$ cat src/rtl/gf180mcu_osu_sc_gp12t3v3__tiebank_if.sv
// Control/observe bundle for the serially programmable tie-off bank.
// The master drives the shift/update/lock controls; the slave returns the straps.
interface gf180mcu_osu_sc_gp12t3v3__tiebank_if #(
    parameter int WIDTH = 8
);
    logic             SE;
    logic             SI;
    logic             UPD;
    logic             LOCK;
    logic [WIDTH-1:0] Y;
    logic             SO;
    logic             ERR;
    logic             LOCKED;

    modport master (
        output SE, SI, UPD, LOCK,
        input  Y, SO, ERR, LOCKED
    );

    modport slave (
        input  SE, SI, UPD, LOCK,
        output Y, SO, ERR, LOCKED
    );
endinterface

$ cat src/rtl/gf180mcu_osu_sc_gp12t3v3__tiebank.sv
// Tie-off constant bank: shadow shift chain committed to Y by a length-checked update.
// Optional even-parity framing is enabled by defining GF180MCU_OSU_SC_TIEBANK_PARITY_EN.
module gf180mcu_osu_sc_gp12t3v3__tiebank #(
    parameter int               WIDTH     = 8,
    parameter logic [WIDTH-1:0] RESET_VAL = WIDTH'(8'hA5)
) (
    input logic CLK,
    input logic RST,
    gf180mcu_osu_sc_gp12t3v3__tiebank_if.slave bus
);
    localparam int CW = $clog2(WIDTH + 3);
    localparam logic [CW-1:0] CNT_MAX = '1;
`ifdef GF180MCU_OSU_SC_TIEBANK_PARITY_EN
    localparam logic [CW-1:0] FRAME = CW'(WIDTH + 1);
`else
    localparam logic [CW-1:0] FRAME = CW'(WIDTH);
`endif

    logic [WIDTH-1:0] y_q;
    logic [WIDTH-1:0] shadow_q;
    logic [CW-1:0]    cnt_q;
    logic             err_q;
    logic             locked_q;
    logic             frame_ok;
    logic             chain_in;

`ifdef GF180MCU_OSU_SC_TIEBANK_PARITY_EN
    logic p_q;

    // The parity flop heads the chain, so a full frame leaves its parity bit in p.
    always_ff @(posedge CLK) begin
        if (RST) begin
            p_q <= 1'b0;
        end else if (!locked_q && bus.SE) begin
            p_q <= bus.SI;
        end
    end

    assign chain_in = p_q;
    assign frame_ok = (cnt_q == FRAME) && ((^shadow_q ^ p_q) == 1'b0);
`else
    assign chain_in = bus.SI;
    assign frame_ok = (cnt_q == FRAME);
`endif

    always_ff @(posedge CLK) begin
        if (RST) begin
            y_q      <= RESET_VAL;
            shadow_q <= RESET_VAL;
            cnt_q    <= '0;
            err_q    <= 1'b0;
            locked_q <= 1'b0;
        end else begin
            if (bus.LOCK) begin
                locked_q <= 1'b1;
            end
            // Lock is judged on the registered state, so an update sampled with LOCK still lands.
            if (!locked_q) begin
                if (bus.SE) begin
                    shadow_q <= {shadow_q[WIDTH-2:0], chain_in};
                    if (cnt_q != CNT_MAX) begin
                        cnt_q <= cnt_q + 1'b1;
                    end
                    if (bus.UPD) begin
                        err_q <= 1'b1;
                    end
                end else if (bus.UPD) begin
                    cnt_q <= '0;
                    if (frame_ok) begin
                        y_q   <= shadow_q;
                        err_q <= 1'b0;
                    end else begin
                        err_q <= 1'b1;
                    end
                end
            end
        end
    end

    assign bus.Y      = y_q;
    assign bus.SO     = shadow_q[WIDTH-1];
    assign bus.ERR    = err_q;
    assign bus.LOCKED = locked_q;

endmodule

$ cat src/flat_wrapper.sv
// flat-port wrapper written by rule: the top's interface ports become plain ports
module gf180mcu_osu_sc_gp12t3v3__tiebank_flat 
#(
    parameter int               WIDTH     = 8,
    parameter logic [WIDTH-1:0] RESET_VAL = WIDTH'(8'hA5)
)
  (CLK, RST, bus_SE, bus_SI, bus_UPD, bus_LOCK, bus_Y, bus_SO, bus_ERR, bus_LOCKED);
  gf180mcu_osu_sc_gp12t3v3__tiebank_if #(.WIDTH(WIDTH)) bus_i ();
  input logic CLK;
  input logic RST;
  input wire logic [$bits(bus_i.SE)-1:0] bus_SE;
  input wire logic [$bits(bus_i.SI)-1:0] bus_SI;
  input wire logic [$bits(bus_i.UPD)-1:0] bus_UPD;
  input wire logic [$bits(bus_i.LOCK)-1:0] bus_LOCK;
  output wire logic [$bits(bus_i.Y)-1:0] bus_Y;
  output wire logic [$bits(bus_i.SO)-1:0] bus_SO;
  output wire logic [$bits(bus_i.ERR)-1:0] bus_ERR;
  output wire logic [$bits(bus_i.LOCKED)-1:0] bus_LOCKED;
  assign bus_i.SE = bus_SE;
  assign bus_i.SI = bus_SI;
  assign bus_i.UPD = bus_UPD;
  assign bus_i.LOCK = bus_LOCK;
  assign bus_Y = bus_i.Y;
  assign bus_SO = bus_i.SO;
  assign bus_ERR = bus_i.ERR;
  assign bus_LOCKED = bus_i.LOCKED;
  gf180mcu_osu_sc_gp12t3v3__tiebank #(.WIDTH(WIDTH), .RESET_VAL(RESET_VAL)) u_core (.CLK(CLK), .RST(RST), .bus(bus_i));
endmodule
$ cat config.mk
export PLATFORM = sky130hd
export DESIGN_NAME = gf180mcu_osu_sc_gp12t3v3__tiebank_flat
export DESIGN_NICKNAME = d
export VERILOG_FILES = /design/src/rtl/gf180mcu_osu_sc_gp12t3v3__tiebank_if.sv /design/src/rtl/gf180mcu_osu_sc_gp12t3v3__tiebank.sv /design/src/flat_wrapper.sv
export SDC_FILE = /design/constraint.sdc
export NUM_CORES = 1
export LEC_CHECK = 0
export BUFFER_PORTS_ARGS = -buffer_cell sky130_fd_sc_hd__buf_2
export CORE_UTILIZATION = 47
export CTS_CLUSTER_SIZE = 20
export DETAILED_ROUTE_END_ITERATION = 10
export GPL_TIMING_DRIVEN = 0
export PLACE_DENSITY = 0.69
export SYNTH_ARGS = -nofsm -noshare
export SYNTH_HDL_FRONTEND = slang
export SYNTH_SLANG_ARGS = --single-unit
$ cat constraint.sdc
create_clock -name CLK -period 1.61 [get_ports CLK]
set_clock_uncertainty 0.15 [all_clocks]
set_input_delay 0 -clock CLK [delete_from_list [all_inputs] [get_ports CLK]]
set_output_delay 0 -clock CLK [all_outputs]
set_load 0.005 [all_outputs]
==> impl_metrics.yaml, run 1 <==
clock_network:
  root_buffer: "clkbuf_4"
  cts.htree.levels: 1
  cts.clk_slew.worst_paths_ns: 0.12
  cts-buffers-inserted: 3
  cts_tree: "built"
  clock-sinks: 22
  clk_path_buf_depth: 2
  clock_latency_ns: 0.32
sta:
  setup_viol: 0
  max_freq_mhz: 646.0
  slew_viol_final: 0
  relSlewSlack: 0.6647
  worst_pin_slew_ns: 0.5029
  period_share: 0.9616
  period_minus_slack_ns: 1.548
  hold_viol_final: 0
  rsz0062_at_grt: "no"
place:
  placed_cell_area_sq_um: 1033
  gp_congestion: 0.7276
  hpwl_microns: 1201
  port_buffers: 15
global_route:
  grt_pass1_vias: 665
  grt_pass1_wl_microns: 2898
  grtUsageTotal: 0.1968
  grt_start_max_net_pins: 14
  grt_overflow: 0
  antenna_found_initial: 0
layout:
  drive_gt1_frac: 0.2500
  nets: 141
  stdcell_area_sq_um: 1164
  utilization: 0.6526
  area_delta_synth_final_pct: 25.51
  antennaDiodeCount: 0
worst_setup_path:
  cp-start-kind: "register"
  reg2reg_depth: 4
  crit_end: "u_core.cnt_q[1]$_SDFFE_PP0P_"
  crit_required_ns: 1.68
  r2r_start: "u_core.cnt_q[1]$_SDFFE_PP0P_"
  critPathMaxFanout: 4
  startpoint: "u_core.cnt_q[1]$_SDFFE_PP0P_"
  reg2reg_slack_ns: 0.06
  crit_arrival_ns: 1.61
  r2r_end: "u_core.cnt_q[1]$_SDFFE_PP0P_"
  endpoint_kind: "register"
  critPathKind: "register to register"
yosys:
  seq_area_frac_synth: 0.4750
  yosysUniqueCellTypes: 28
  synth_commonest_cells: "nand2_1, dfxtp_1, nor2_1, mux2i_1, a21oi_1"
  yosys.area.top_type: "dfxtp_1"
  synth_warnings: 0
  synth_most_common_cell: "nand2_1"
  synth_top_area_frac: 0.4750
  synthArstFlopShare: 0
  synthCells: 106
  synth_edf_count: 0
  synthTopCellsByArea: "dfxtp_1, nand2_1, mux2i_1, nor2_1, a21oi_1"
  synth-seq-cells: 22
  syn_nets: 114
  synth_ff_type: "dfxtp_1"
  synthesis.area_sq_um: 927.1
  syn_area_per_cell_sq_um: 8.747
floorplan:
  initial_utilization: 0.5200
  core_area_sq_um: 1783
  die_y_microns: 46.42
  io_pins: 17
  std_cell_rows: 15
  die_w_microns: 46.42
  die_area_sq_um: 2154
drt:
  drtIter0Drc: 29
  viasPerCell: 5.134
  antenna_left: 0
  drc: 0
  routed_wirelength_microns: 1873
  wl_per_cell_microns: 11.93
  drt-pass1-iter-count: 4
  num_vias: 806
power:
  power.density_nw_per_um2: 965.7
  p_leak_nw: 0.4715
  irDropWorstVdd_uv: 602.0
flow_run:
  cap_viol_max_count: 0
status:
  outcome: "completed"
min_path:
  hp-class: "primary input to register"
## worst min path at each step
| stage | from | end | cells after the start |
|---|---|---|---|
| floorplan | bus_LOCK | u_core.bus.LOCKED$_SDFFE_PP0P_ | 2 |
| global placement | bus_LOCK | u_core.bus.LOCKED$_SDFFE_PP0P_ | 3 |
| CTS | bus_LOCK | u_core.bus.LOCKED$_SDFFE_PP0P_ | 4 |
| global route | bus_LOCK | u_core.bus.LOCKED$_SDFFE_PP0P_ | 4 |
| finish | bus_LOCK | u_core.bus.LOCKED$_SDFFE_PP0P_ | 4 |
| detailed placement | bus_LOCK | u_core.bus.LOCKED$_SDFFE_PP0P_ | 3 |
## kinds of logic after synthesis
| kind of cell | after synthesis | share of synthesized area |
|---|---|---|
| simple gates | 53 | 0.2767 |
| flops | 22 | 0.4750 |
| fa+ha+maj | 2 | 0.02699 |
| mux | 8 | 0.08637 |
| compound gates | 11 | 0.07692 |
| buf+inv | 10 | 0.05801 |
## what timing repair did
| item | 4_1_cts | 5_1_grt |
|---|---|---|
| pin swaps | 0 | 1 |
| gates resized for setup | 3 | 2 |
| hold buffers | 5 | 0 |
| endpoints found under the setup margin | 1 | 1 |
| hold endpoints to repair | 13 | 0 |
| buffers inserted | 0 | 2 |
## worst max-delay path, stage by stage, from the launching register on
cell and delay (ns):
dfxtp_4 0.38, ha_2 0.20, and3_4 0.19, a211o_1 0.28
a32o_1 0.26
## placed cells by master, fill, tap and decap left out, types with 2 or more instances in the layout
cell,instances
nand3_1,5
inv_1,3
nor3_2,2
mux2i_1,8
dfxtp_1,20
nand2_1,24
dlygate4sd3_1,5
nand2b_1,2
nor2_1,12
clkbuf_4,3
a21oi_1,7
buf_2,16
buf_4,4
## where the power goes
group          total, W  internal, W  switching [W]
clock network  0.000430     0.000252       0.000179
registers      0.000585     0.000566      0.0000189
logic          0.000108    0.0000512      0.0000567
## state kept, by name (all words and copies together) (netlist names)
signal / flops
u_core.bus.ERR: 1
u_core.bus.LOCKED: 1
u_core.bus.Y: 8
u_core.cnt_q: 4
u_core.shadow_q: 8
## layout make-up
type	instances	area [sq um]
plain buffers	6	38.79
clock buffers	3	22.52
clock inverters	1	30.03
fillers	160	619.3
inverters	4	15.01
multi-input cells	74	440.4
flip-flops and latches	22	445.4
well taps	25	31.28
repair buffers	22	140.1
## per-stage QoR
step	std cells	TNS, ns	setup slack, ns	hold slack (ns)	total power [W]
2_1_floorplan	106	0	0.07016	-0.03418	0.0006599
3_3_place_gp	146	0	0.003864	0.06186	0.0006878
3_5_place_dp	146	-0.01357	-0.01357	0.06236	0.0006910
4_1_cts	155	0	0.01959	0.2747	0.001122
5_1_grt	157	0	0.02640	0.2903	0.001166
6_report	157	0	0.06189	0.2873	0.001124
## layer usage
metal  track usage  share of wire
met1        0.2482           0.49
met2        0.3111           0.45
met3       0.03922          0.034
met4        0.1059          0.020
met5             0              0
Power figures use the tool's default switching activity.
==> run 2: changes to the inputs <==
Clock period 1.61 ns to 1.3 ns, I/O delays scaled along.
==> run 2 against run 1 <==
Effect of this change: the run now ends with setup timing left; die area unchanged; first-iteration DRC count decreased by 66%; via count increased by 3.3%; combinational power increased by 72%; critical path depth unchanged; sequential power increased by 24%; highest routed layer is now met3.
==> impl_metrics.yaml, run 2 (same netlist as run 1, synthesis figures left out) <==
layout:
  finalNonFillerCells: 165
  drive_gt1_frac: 0.3786
  final_cell_mix: "nand2_1, dfxtp_1, buf_2"
  area_delta_synth_final_pct: 41.97
  antennaDiodeCount: 0
  seq_area_sq_um: 451.7
  final_common_cell: "nand2_1"
  multi_input_area_sq_um: 500.5
  fillers: 137
  nets: 149
floorplan:
  initial_utilization: 0.5200
  die_y_microns: 46.42
  std_cell_rows: 15
  io_pins: 17
  die_area_sq_um: 2154
  die_w_microns: 46.42
  core_area_sq_um: 1783
place:
  place_ws_ns: -0.1632
  gp_congestion: 0.7501
  post-place-cells: 146
  port_buffers: 15
  hpwl_microns: 1283
global_route:
  grt_start_max_net_pins: 14
  grt_pass1_wl_microns: 3374
  grt_pass1_vias: 747
  grtUsageTotal: 0.2219
  antenna_found_initial: 0
  grt_overflow: 0
  globalRouteMet1Util: 0.2867
  grt.busiest_layer: "met2"
  use_met3: 0.02745
  met2_usage: 0.3861
drt:
  num_vias: 833
  drtIter0Drc: 10
  antenna_left: 0
  routed_wirelength_microns: 2266
  drc: 0
  wl_per_cell_microns: 13.73
  viasPerCell: 5.048
  drt-pass1-iter-count: 3
sta:
  holdWs_ns: 0.01998
  period_share: 1.175
  period_minus_slack_ns: 1.527
  relSlewSlack: 0.6050
  max_freq_mhz: 654.9
  slew_viol_final: 0
  worst_pin_slew_ns: 0.5925
  rsz0062_at_grt: "yes"
  fin_tns_setup_ns: -1.879
  hold_viol_final: 0
  setup_ws_ns: -0.2270
  setup_viol: 19
power:
  p_leak_nw: 0.5436
  p_int_w: 0.001030
  p_sw_frac: 0.2454
  p_switching_w: 0.0003350
  clockPowerShare: 0.330
  power.density_nw_per_um2: 1037
  irDropWorstVdd_uv: 861.4
  combinationalPowerShare: 0.136
  pwr-share-seq: 0.533
clock_network:
  cts-buffers-inserted: 3
  cts.clk_slew.worst_paths_ns: 0.13
  root_buffer: "clkbuf_4"
  cts.htree.levels: 1
  clock-sinks: 22
  cts_tree: "built"
  clk_path_buf_depth: 2
  clock_latency_ns: 0.31
flow_run:
  cap_viol_max_count: 0
status:
  outcome: "complete, but fails checks"
  violations: "setup timing"
worst_setup_path:
  reg2reg_slack_ns: -0.23
  r2r_end: "u_core.bus.Y[5]$_SDFFE_PP1P_"
  startpoint: "u_core.bus.LOCKED$_SDFFE_PP0P_"
  crit_required_ns: 1.38
  reg2reg_depth: 4
  critPathKind: "register to register"
  critPathMaxFanout: 5
  crit_arrival_ns: 1.61
  cp-start-kind: "register"
  endpoint_kind: "register"
  r2r_start: "u_core.bus.LOCKED$_SDFFE_PP0P_"
  crit_end: "u_core.bus.Y[5]$_SDFFE_PP1P_"
min_path:
  hp-class: "primary input to register"
==> run 2: worst min-delay path by stage <==
| stage | startpoint | endpoint | slack, ns | cells after the start |
|---|---|---|---|---|
| CTS | bus_SE | u_core.cnt_q[0]$_SDFFE_PP0P_ | -0.0004 | 3 |
| global placement | bus_LOCK | u_core.bus.LOCKED$_SDFFE_PP0P_ | 0.05 | 3 |
| detailed placement | bus_LOCK | u_core.bus.LOCKED$_SDFFE_PP0P_ | 0.06 | 3 |
| finish | bus_UPD | u_core.cnt_q[3]$_SDFFE_PP0P_ | 0.02 | 3 |
| floorplan | bus_LOCK | u_core.bus.LOCKED$_SDFFE_PP0P_ | -0.03 | 2 |
| global route | bus_UPD | u_core.cnt_q[3]$_SDFFE_PP0P_ | 0.02 | 3 |
==> run 2: routing by layer <==
metal  wire (microns)  share of wire  up-vias
met1             1049           0.46      395
met3               53          0.023        0
met2             1163           0.51       10
li1                 -              -      428
met4                0              0        0
met5                0              0        -
==> run 2: area by class of cell <==
class | instances | share of cell area
Buffer | 6 | 0.03327
Timing Repair Buffer | 30 | 0.1721
Clock buffer | 4 | 0.03612
Inverter | 4 | 0.01141
Multi-Input combinational cell | 74 | 0.3802
Sequential cell | 22 | 0.3432
Tap cell | 25 | 0.02376
==> run 2: power by group through the flow <==
| stage | combinational [W] | clock, W | sequential [W] |
|---|---|---|---|
| 2_1_floorplan | 0.0000810 | 0 | 0.000738 |
| 3_3_place_gp | 0.000113 | 0 | 0.000741 |
| 3_5_place_dp | 0.000116 | 0 | 0.000742 |
| 4_1_cts | 0.000147 | 0.000457 | 0.000723 |
| 5_1_grt | 0.000205 | 0.000480 | 0.000733 |
| 6_report | 0.000186 | 0.000451 | 0.000728 |
==> run 2: metrics by stage <==
step / instance area (sq um) / power (W) / util
floorplan: 949.7 / 0.0008188 / -
global placement: 1056 / 0.0008537 / 0.5923
detailed placement: 1056 / 0.0008579 / 0.5923
CTS: 1225 / 0.001328 / 0.6870
global route: 1316 / 0.001418 / 0.7382
finish: 1316 / 0.001365 / 0.7382
==> run 2: repair_timing <==
| item | CTS | global route |
|---|---|---|
| buffers inserted | 5 | 4 |
| pin swaps | 2 | 4 |
| hold buffers | 5 | 1 |
| gates cloned | 1 | 0 |
| hold endpoints to repair | 13 | 2 |
| gates resized for setup | 5 | 19 |
| setup endpoints to repair | 12 | 21 |
==> run 2: worst max-delay path, cell delays in order (launching register included) <==
cell     delay (ns)
dfxtp_4        0.39
nor3b_4        0.22
and4b_2        0.30
buf_6          0.15
mux2i_1        0.24
==> run 3: changes to the inputs <==
Settings changed: CORE_ASPECT_RATIO set to 1.1.
==> run 3 against run 2 <==
Effect of this change: the run still ends with setup timing left; register-to-register slack better by 0.09 ns; sequential cell count unchanged; combinational power down 6%; sequential power about the same; clock-buffer cell count unchanged; routed wire length down 0.75%; power down 5.3%; global-route usage up 1.4 points; worst setup slack better by 0.087 ns; clock power down 13%; largest cell class unchanged; largest power group unchanged; highest routed layer is now met4.
==> impl_metrics.yaml, run 3 (same netlist as run 1, synthesis figures left out) <==
status:
  outcome: "complete, but fails checks"
  violations: "setup timing"
layout:
  seq_area_sq_um: 449.2
  final_cell_mix: "nand2_1, dfxtp_1, buf_2"
  multi_input_area_sq_um: 483.0
  antennaDiodeCount: 0
  nets: 152
  drive_gt1_frac: 0.3357
  fillers: 143
  area_delta_synth_final_pct: 40.89
  final_common_cell: "nand2_1"
drt:
  drt-pass1-iter-count: 4
  viasPerCell: 5.229
  routed_wirelength_microns: 2249
  num_vias: 889
  drc: 0
  wl_per_cell_microns: 13.23
  antenna_left: 0
  drtIter0Drc: 10
floorplan:
  core_area_sq_um: 1822
  die_y_microns: 48.58
  std_cell_rows: 16
  die_w_microns: 44.35
  io_pins: 17
  die_area_sq_um: 2154
  initial_utilization: 0.5089
clock_network:
  root_buffer: "clkbuf_4"
  cts.htree.levels: 1
  cts.clk_slew.worst_paths_ns: 0.13
  cts_tree: "built"
  clock_latency_ns: 0.32
  clk_path_buf_depth: 2
  clock-sinks: 22
  cts-buffers-inserted: 3
power:
  power.density_nw_per_um2: 989.9
  irDropWorstVdd_uv: 671.3
  p_leak_nw: 0.5303
flow_run:
  cap_viol_max_count: 0
worst_setup_path:
  critPathKind: "register to register"
  critical_path.top_delay_family: "compound AO/OA/AOI/OAI gates"
  reg2reg_slack_ns: -0.14
  endpoint_kind: "register"
  crit_chain: "ha_4 -> and3_4 -> a211o_1 -> a32o_1"
  r2r_start: "u_core.cnt_q[1]$_SDFFE_PP0P_"
  crit_arrival_ns: 1.52
  r2r_end: "u_core.cnt_q[1]$_SDFFE_PP0P_"
  reg2reg_depth: 4
  cpMaxStageDelayCell: "dfxtp_4"
  critPathBufInv: 0
  critPathMaxFanout: 4
  startpoint: "u_core.cnt_q[1]$_SDFFE_PP0P_"
  cp-start-kind: "register"
  max_stage_delay_ns: 0.38
  crit_required_ns: 1.38
min_path:
  hp-class: "primary input to register"
  hold_path.startpoint: "bus_UPD"
  min_path_cells: 4
  min_to: "u_core.cnt_q[0]$_SDFFE_PP0P_"
sta:
  fin_tns_setup_ns: -1.369
  hold_viol_final: 0
  setup_ws_ns: -0.1403
  period_minus_slack_ns: 1.440
  relSlewSlack: 0.6480
  worst_pin_slew_ns: 0.5280
  rsz0062_at_grt: "yes"
  setup_viol: 13
  period_share: 1.108
  slew_viol_final: 0
  max_freq_mhz: 694.3
global_route:
  grt_overflow: 0
  grt.busiest_layer: "met2"
  met2_usage: 0.3922
  antenna_found_initial: 0
  globalRouteMet1Util: 0.2700
  grt_pass1_vias: 871
  use_met3: 0.02985
  grt_start_max_net_pins: 13
  grt_pass1_wl_microns: 3739
  grtUsageTotal: 0.2360
place:
  place_ws_ns: -0.1409
  gp_congestion: 0.7523
  port_buffers: 15
  hpwl_microns: 1222
-- run 3: cell types whose count changed in the layout (fill, tap and decap cells not counted), sizes merged --
cell	delta
dlygate4sd3	+3
-- run 3: worst max path at each step --
stage	endpoint	slack, ns	cells after the start
CTS	u_core.cnt_q[1]$_SDFFE_PP0P_	-0.14	4
finish	u_core.cnt_q[1]$_SDFFE_PP0P_	-0.14	4
global route	u_core.bus.Y[0]$_SDFFE_PP1P_	-0.21	4
detailed placement	u_core.cnt_q[1]$_SDFFE_PP0P_	-0.14	4
floorplan	u_core.cnt_q[1]$_SDFFE_PP0P_	-0.10	4
global placement	u_core.cnt_q[1]$_SDFFE_PP0P_	-0.15	4
-- run 3: timing repair --
item | CTS | global route
pin swaps | 2 | 3
cloned | 1 | 0
buffers inserted | 7 | 2
hold buffers | 8 | 0
resized for setup | 6 | 7
endpoints found under the setup margin | 12 | 19
hold endpoints to repair | 13 | 0
-- run 3: worst min-delay path, delay by kind of cell --
kind	cells	cell delay [ns]
AOI/OAI and AO/OA	2	0.25
buffers and inverters	1	0.12
and+or+nand+nor	1	0.11
-- run 3: area by class of cell --
cell class              instances  share of cell area
multi-input cells              74              0.3697
flip-flops and latches         22              0.3439
repair buffers                 33              0.1887
plain buffers                   6             0.03257
clock buffers                   4             0.02778
well taps                      27             0.02586
inverters                       4             0.01149
-- run 3: per-layer routing --
metal  vias to the layer above  wire length (microns)  share of wire
met5                         -                      0              0
met3                         7                     82          0.036
met1                       423                   1014           0.45
met4                         0                     69          0.031
met2                        32                   1082           0.48
li1                        427                      -              -
-- run 3: stage by stage --
stage          std cells  total power, W  instance area, sq um  utilization  hold WS (ns)
6_report             170        0.001293                  1306       0.7170       0.03678
3_5_place_dp         148       0.0008582                  1059       0.5810       0.06578
5_1_grt              170        0.001347                  1306       0.7170       0.05492
3_3_place_gp         148       0.0008546                  1059       0.5810       0.05587
4_1_cts              168        0.001274                  1261       0.6923     -0.003298
2_1_floorplan        106       0.0008188                 949.7            -      -0.03418
-- run 3: power breakdown --
part	internal (W)	leakage (nW)	switching [W]
registers	0.000701	0.182	0.0000247
clock network	0.000171	0.0210	0.000222
logic	0.0000880	0.328	0.0000855
total	0.000960	0.530	0.000333
